$ cat src/rtl/hazard_ctrl_pipe.sv
// Hazard control and ID/EX, EX/MEM, MEM/WB control pipeline for a 5-stage integer core.
// Detects load-use (or, without forwarding, any RAW) hazards against the ID instruction and
// selects ALU operand forwarding sources for the EX stage.
// Build option: HAZARD_FORWARDING_EN enables EX/MEM and MEM/WB forwarding; when it is undefined,
// fwd_a/fwd_b stay 00 and every RAW hazard on an EX or MEM producer stalls.
module hazard_ctrl_pipe (
  input  logic       clk,
  input  logic       rst,
  input  logic [4:0] id_rs,
  input  logic [4:0] id_rt,
  input  logic       id_uses_rs,
  input  logic       id_uses_rt,
  input  logic [4:0] id_dst,
  input  logic       id_alu_src,
  input  logic       id_mem_read,
  input  logic       id_mem_write,
  input  logic       id_reg_write,
  input  logic [1:0] id_reg_data,
  input  logic [2:0] id_alu_opc,
  output logic       stall,
  output logic       ex_alu_src,
  output logic       ex_mem_read,
  output logic       ex_mem_write,
  output logic       ex_reg_write,
  output logic [1:0] ex_reg_data,
  output logic [2:0] ex_alu_opc,
  output logic [4:0] ex_rs,
  output logic [4:0] ex_rt,
  output logic [4:0] ex_dst,
  output logic       mem_mem_read,
  output logic       mem_mem_write,
  output logic       mem_reg_write,
  output logic [1:0] mem_reg_data,
  output logic [4:0] mem_dst,
  output logic       wb_reg_write,
  output logic [1:0] wb_reg_data,
  output logic [4:0] wb_dst,
  output logic [1:0] fwd_a,
  output logic [1:0] fwd_b
);

  typedef struct packed {
    logic       alu_src;
    logic       mem_read;
    logic       mem_write;
    logic       reg_write;
    logic [1:0] reg_data;
    logic [2:0] alu_opc;
    logic [4:0] rs;
    logic [4:0] rt;
    logic [4:0] dst;
  } idex_t;

  typedef struct packed {
    logic       mem_read;
    logic       mem_write;
    logic       reg_write;
    logic [1:0] reg_data;
    logic [4:0] dst;
  } exmem_t;

  typedef struct packed {
    logic       reg_write;
    logic [1:0] reg_data;
    logic [4:0] dst;
  } memwb_t;

  idex_t  idex_d, idex_q;
  exmem_t exmem_d, exmem_q;
  memwb_t memwb_d, memwb_q;

  // A producer hits a used source only if it writes a nonzero register equal to that source.
  function automatic logic src_hit(input logic wr, input logic [4:0] dst, input logic [4:0] src,
                                   input logic used);
    return used && wr && (dst != 5'd0) && (dst == src);
  endfunction

  logic ex_hit;
  assign ex_hit = src_hit(idex_q.reg_write, idex_q.dst, id_rs, id_uses_rs) |
                  src_hit(idex_q.reg_write, idex_q.dst, id_rt, id_uses_rt);

`ifdef HAZARD_FORWARDING_EN
  // EX/MEM is checked first so the younger producer wins.
  function automatic logic [1:0] fwd_sel(input exmem_t m, input memwb_t w, input logic [4:0] src);
    if (m.reg_write && (m.dst != 5'd0) && (m.dst == src)) return 2'b10;
    if (w.reg_write && (w.dst != 5'd0) && (w.dst == src)) return 2'b01;
    return 2'b00;
  endfunction

  // Only a load in EX cannot be forwarded in time.
  always_comb begin
    stall = idex_q.mem_read & ex_hit;
    fwd_a = fwd_sel(exmem_q, memwb_q, idex_q.rs);
    fwd_b = fwd_sel(exmem_q, memwb_q, idex_q.rt);
  end
`else
  logic mem_hit;
  assign mem_hit = src_hit(exmem_q.reg_write, exmem_q.dst, id_rs, id_uses_rs) |
                   src_hit(exmem_q.reg_write, exmem_q.dst, id_rt, id_uses_rt);

  // No bypass paths: wait until the producer reaches WB (register file writes before read).
  always_comb begin
    stall = ex_hit | mem_hit;
    fwd_a = 2'b00;
    fwd_b = 2'b00;
  end
`endif

  // Next-state: ID/EX takes a bubble on stall, later stages always advance.
  always_comb begin
    idex_d  = '{alu_src: id_alu_src, mem_read: id_mem_read, mem_write: id_mem_write,
                reg_write: id_reg_write, reg_data: id_reg_data, alu_opc: id_alu_opc,
                rs: id_rs, rt: id_rt, dst: id_dst};
    if (stall) idex_d = '0;
    exmem_d = '{mem_read: idex_q.mem_read, mem_write: idex_q.mem_write,
                reg_write: idex_q.reg_write, reg_data: idex_q.reg_data, dst: idex_q.dst};
    memwb_d = '{reg_write: exmem_q.reg_write, reg_data: exmem_q.reg_data, dst: exmem_q.dst};
  end

  // Pipeline registers; synchronous reset overrides stall and advance.
  always_ff @(posedge clk) begin
    if (rst) begin
      idex_q  <= '0;
      exmem_q <= '0;
      memwb_q <= '0;
    end else begin
      idex_q  <= idex_d;
      exmem_q <= exmem_d;
      memwb_q <= memwb_d;
    end
  end

  assign ex_alu_src    = idex_q.alu_src;
  assign ex_mem_read   = idex_q.mem_read;
  assign ex_mem_write  = idex_q.mem_write;
  assign ex_reg_write  = idex_q.reg_write;
  assign ex_reg_data   = idex_q.reg_data;
  assign ex_alu_opc    = idex_q.alu_opc;
  assign ex_rs         = idex_q.rs;
  assign ex_rt         = idex_q.rt;
  assign ex_dst        = idex_q.dst;
  assign mem_mem_read  = exmem_q.mem_read;
  assign mem_mem_write = exmem_q.mem_write;
  assign mem_reg_write = exmem_q.reg_write;
  assign mem_reg_data  = exmem_q.reg_data;
  assign mem_dst       = exmem_q.dst;
  assign wb_reg_write  = memwb_q.reg_write;
  assign wb_reg_data   = memwb_q.reg_data;
  assign wb_dst        = memwb_q.dst;

endmodule

$ cat config.mk
export PLATFORM = sky130hd
export DESIGN_NAME = hazard_ctrl_pipe
export DESIGN_NICKNAME = d
export VERILOG_FILES = /design/src/rtl/hazard_ctrl_pipe.sv
export SDC_FILE = /design/constraint.sdc
export NUM_CORES = 1
export LEC_CHECK = 0
export ABC_AREA = 1
export CORE_ASPECT_RATIO = 0.75
export CORE_MARGIN = 2
export CORE_UTILIZATION = 41
export DETAILED_ROUTE_END_ITERATION = 8
export GPL_ROUTABILITY_DRIVEN = 0
export PLACE_DENSITY_LB_ADDON = 0.05
export SYNTH_ARGS = -nofsm -noshare
export SYNTH_HDL_FRONTEND = slang
export SYNTH_SLANG_ARGS = --single-unit
$ cat constraint.sdc
create_clock -name clk -period 1.64 [get_ports clk]
set_input_delay 0.246 -clock clk [delete_from_list [all_inputs] [get_ports clk]]
set_output_delay 0.246 -clock clk [all_outputs]
set_load 0.01 [all_outputs]
# Word level (Yosys, flattened, before mapping)
# Index checks and enable logic that the tools add are counted.
[totals] reg_bits=42 input_bits=28 out_inout_bits=47 word_cells=39
[op_classes] n_eq_ne=4 bitwise=3 n_reduce_logical=15
[ops] cell="5-bit equality test" n=4
[ops] cell="1-bit logical AND" n=12
[ops] cell="5-bit nonzero test" n=2
[ops] cell="1-bit bitwise OR" n=3
[ops] cell="2-bit OR reduction" n=1

# Depth between registers and ports, before layout
[depth] depth_word=6 depth_mapped=10

# Worst setup path after synthesis
# Ideal clock, no wire load.
[synth_timing] path_type="register -> register" startpoint="register idex_q (netlist bit ex_dst[0])" endpoint="register idex_q (netlist bit ex_dst[0])" setup_ps=112 arrival_time_ps=1167 required_time_ps=1528 path_slack_ps=360 stages_incl_launch_ff=11 path_buffers=1 synth_period_minus_slack_ps=1280 cell_sequence="dfxtp_1 > inv_1 > nand2_1 > nand2_1 > nor2_1 > nand3_1 > nand2_1 > nand2_2 > nand3_4 > buf_6 > nor2_2"
[synth_between] elab_chain_cells=6 word_cells_on_any_way=10 cone_classes="eq/ne (2); bitwise (2); reduce/logical (6)"
[synth_lines] item="start: declaration" line="68" rtl="idex_t idex_d, idex_q;"
[synth_lines] item="start signal: assignment" line="127" rtl="idex_q <= idex_d;"
[synth_lines] item="5-bit nonzero test" line="75" rtl="return used && wr && (dst != 5'd0) && (dst == src);"
[synth_lines] item="1-bit logical AND (2 in series)" line="75"
[synth_lines] item="1-bit bitwise OR *" line="79" rtl="assign ex_hit = src_hit(idex_q.reg_write, idex_q.dst, id_rs, id_uses_rs) |"
[synth_lines] item="1-bit bitwise OR *" line="103" rtl="stall = ex_hit | mem_hit;"
[synth_lines] item="2-bit OR reduction (no line) *"
# Every way passes the cells marked *; elsewhere a longest branch is shown, timed or not.
# A chain may end at the register's enable or synchronous reset.

# Worst setup path in the final report
[layout_timing] startpoint="input port id_uses_rs" endpoint="output port stall"
[layout_between] elab_chain_cells=5 word_cells_on_any_way=9 cone_classes="bitwise (3); reduce/logical (6)"
[layout_lines] item="start: declaration" line="11" rtl="input logic id_uses_rs,"
[layout_lines] item="1-bit logical AND (3 in series)" line="75"
[layout_lines] item="1-bit bitwise OR, on equally long branches" line="79, 98"
[layout_lines] item="1-bit bitwise OR *" line="103"
[layout_lines] item="end: declaration" line="20" rtl="output logic stall,"
# Marks and branches as above.

==> out/qor.yml <==
n_fill_cell: 285
p_int_mw: 1.92
ctsLongestPathBuffers: 2
r2r_start: "ex_dst[0]"
critPathLaunch: "id_uses_rs"
grt_pass1_wl_mm: 6.76
track_usage_pct: 19.2
setup.worst_path.start_class: "input port"
grt_max_degree: 19
min_period_ns: 1.65
setup_violations: 1
fp.dieArea_um2: 4500
routed-via-count: 1634
syn_to_final_growth_pct: 74.9
final_antenna_net_count: 0
syn_area_um2: 1630
ys_types: 18
synthMuxAreaShare_pct: 0
clock_skew_ns: 0.0121
synth_top_area_cell: "dfxtp_1"
worstPathMaxFanout: 2
post-route-drc-count: 0
drv_cap: 0
register_area_um2: 863
n_antenna_cell: 0
status: "finished with violations"
hold_violations: 0
drive_gt1_share_pct: 24.3
sw_frac_of_total_pct: 23.2
crit_required_ns: 1.39
dp_hpwl_mm: 3.05
clockPowerShare_pct: 39.3
hp-start: "ex_mem_read"
synth-warning-count: 0
cellPowerDensity_nw_per_um2: 876
ys.flop_type: "dfxtp_1"
leakagePower_nw: 1.42
netlist_instances: 226
final_core_util_pct: 76.3
fin_ws_ns: -0.0126
grt_pass1_vias: 1592
rsz0062_at_grt: "yes"
ir_drop_mv: 0.796
violations: "setup timing"
min_period_over_period_pct: 101
ios: 75
clock_latency_ns: 0.30
clkSinkCount: 42
clk_pin_slew_ns: 0.08
synth_fa_ha_area_share_pct: 0
hold_class: "flip-flop to flip-flop"
synth_top_family_by_area: "simple AND/OR/NAND/NOR gates"
cts_tree: "done"
cts_hold_buf: 0
synthTopCellsByArea: "dfxtp_1, nand2_1, nor2_1"
core_um2: 3730
vias_per_cell: 4.19
die_y_um: 58.6
cts_buffers: 5
synth_simple_gate_area_share_pct: 32.4
fp.dieW_um: 76.8
cp-end-kind: "primary output"
row_count: 19
routed_wl_mm: 4.22
io_buffer_count: 70
cts_root_buffer: "clkbuf_8"
synth_common_cells: "nand2_1, nor2_1, inv_1"
synthXorXnorAreaFrac_pct: 0.538
hold_slack_ns: 0.420
synth_edf_count: 0
seq_area_frac_synth_pct: 51.6
synth_top_area_share_pct: 51.6
drtPass1Iterations: 4
dr.first_iter.drc_count: 78
htreeDepth: 2
max_freq_ghz: 0.605
post_drt_wl_per_cell_um: 10.8
synth_compound_gate_area_share_pct: 0.614
synth-seq-cells: 42
cp.arrival_ns: 1.41
start_util_pct: 43.6
drv_slew: 0
synth.most_common_cell: "nand2_1"
fin_nets: 365
switching_power_mw: 0.579
multi_input_area_um2: 582
timing.setup.tns_ns: -0.0126
combPwrFrac_pct: 16.9
antenna_found_initial: 0
grt_remaining_overflow: 0
avgSynthCellArea_um2: 7.21
critPathKind: "input port to primary output"
synthArstFlopShare_pct: 0
seqPwrFrac_pct: 43.8
-- flip-flops by register name, indices dropped and copies added (netlist names), 3 cells and up --
name,cells
ex_dst,5
ex_alu_opc,3
mem_dst,5
wb_dst,5
ex_rs,5
ex_rt,5
-- routing by layer --
metal / vias up / track usage [%] / part of all wire (%)
met5: - / 0 / 0
met4: 0 / 6.49 / 1.0
met3: 6 / 5.98 / 7.1
met2: 63 / 34.0 / 48
met1: 709 / 22.4 / 44
li1: 856 / - / -
-- worst max-delay path, stage by stage --
cell             delay, ns
clkdlybuf4s50_1       0.49
nand2_1               0.06
inv_1                 0.05
nand2_1               0.05
nor2_1                0.12
nand3_1               0.09
nand2_1               0.08
nand2_2               0.06
nand2_2               0.06
buf_6                 0.10
-- metrics by stage --
step           worst slack, ns  instance area [µm²]  cells  power [mW]
4_1_cts                0.00102                 2810    390        2.50
2_1_floorplan            0.360                 1640    229        1.27
3_3_place_gp            -0.519                 2660    380        1.53
6_report               -0.0126                 2850    390        2.49
5_1_grt                -0.0717                 2850    390        2.60
3_5_place_dp            -0.528                 2660    380        1.53
-- final timing paths --
kind / endpoint / slack [ns] / cells after the start
worst min register to register: mem_mem_read / 0.42 / 2
worst max-delay path: stall / -0.01 / 10
worst min-delay path: mem_mem_read / 0.42 / 2
worst max register to register: ex_dst[4] / 0.16 / 8
-- cell usage in the layout, fill, tap and decap left out, types with 6 or more instances in the layout --
| cell | netlist | final |
|---|---|---|
| dlygate4sd2_1 | 0 | 9 |
| clkdlybuf4s50_1 | 0 | 60 |
| nand2_1 | 56 | 53 |
| nor2_2 | 9 | 12 |
| dfxtp_2 | 0 | 6 |
| dfxtp_1 | 42 | 32 |
| buf_4 | 4 | 35 |
| nor2_1 | 48 | 45 |
| nand3_1 | 6 | 6 |
| inv_1 | 46 | 43 |
-- cell type report --
type,count,share of cell area [%]
repair buffers,109,36.0
flip-flops and latches,42,30.3
multi-input cells,132,20.4
inverters,47,6.19
clock buffers,5,2.42
clock inverters,3,2.42
well taps,52,2.28
-- repair_timing --
action,CTS,global route
endpoints found under the setup margin,2,3
pin swaps,8,10
hold endpoints to repair,0,0
gates resized for setup,22,17
setup buffers,2,0
-- kinds of logic (layout without fill, tap and decap cells) --
family,after synthesis,count (layout)
simple gates,125,125
buf+inv,55,164
flops,42,42
compound gates,2,2
other cells,1,4
xor+xnor,1,1
-- power groups by stage --
stage | combinational (mW) | sequential, mW | clock [mW]
floorplan | 0.133 | 1.14 | 0
global placement | 0.411 | 1.12 | 0
detailed placement | 0.416 | 1.12 | 0
CTS | 0.414 | 1.10 | 0.993
global route | 0.456 | 1.10 | 1.04
finish | 0.421 | 1.09 | 0.981
(Power assumes the default switching activity.)
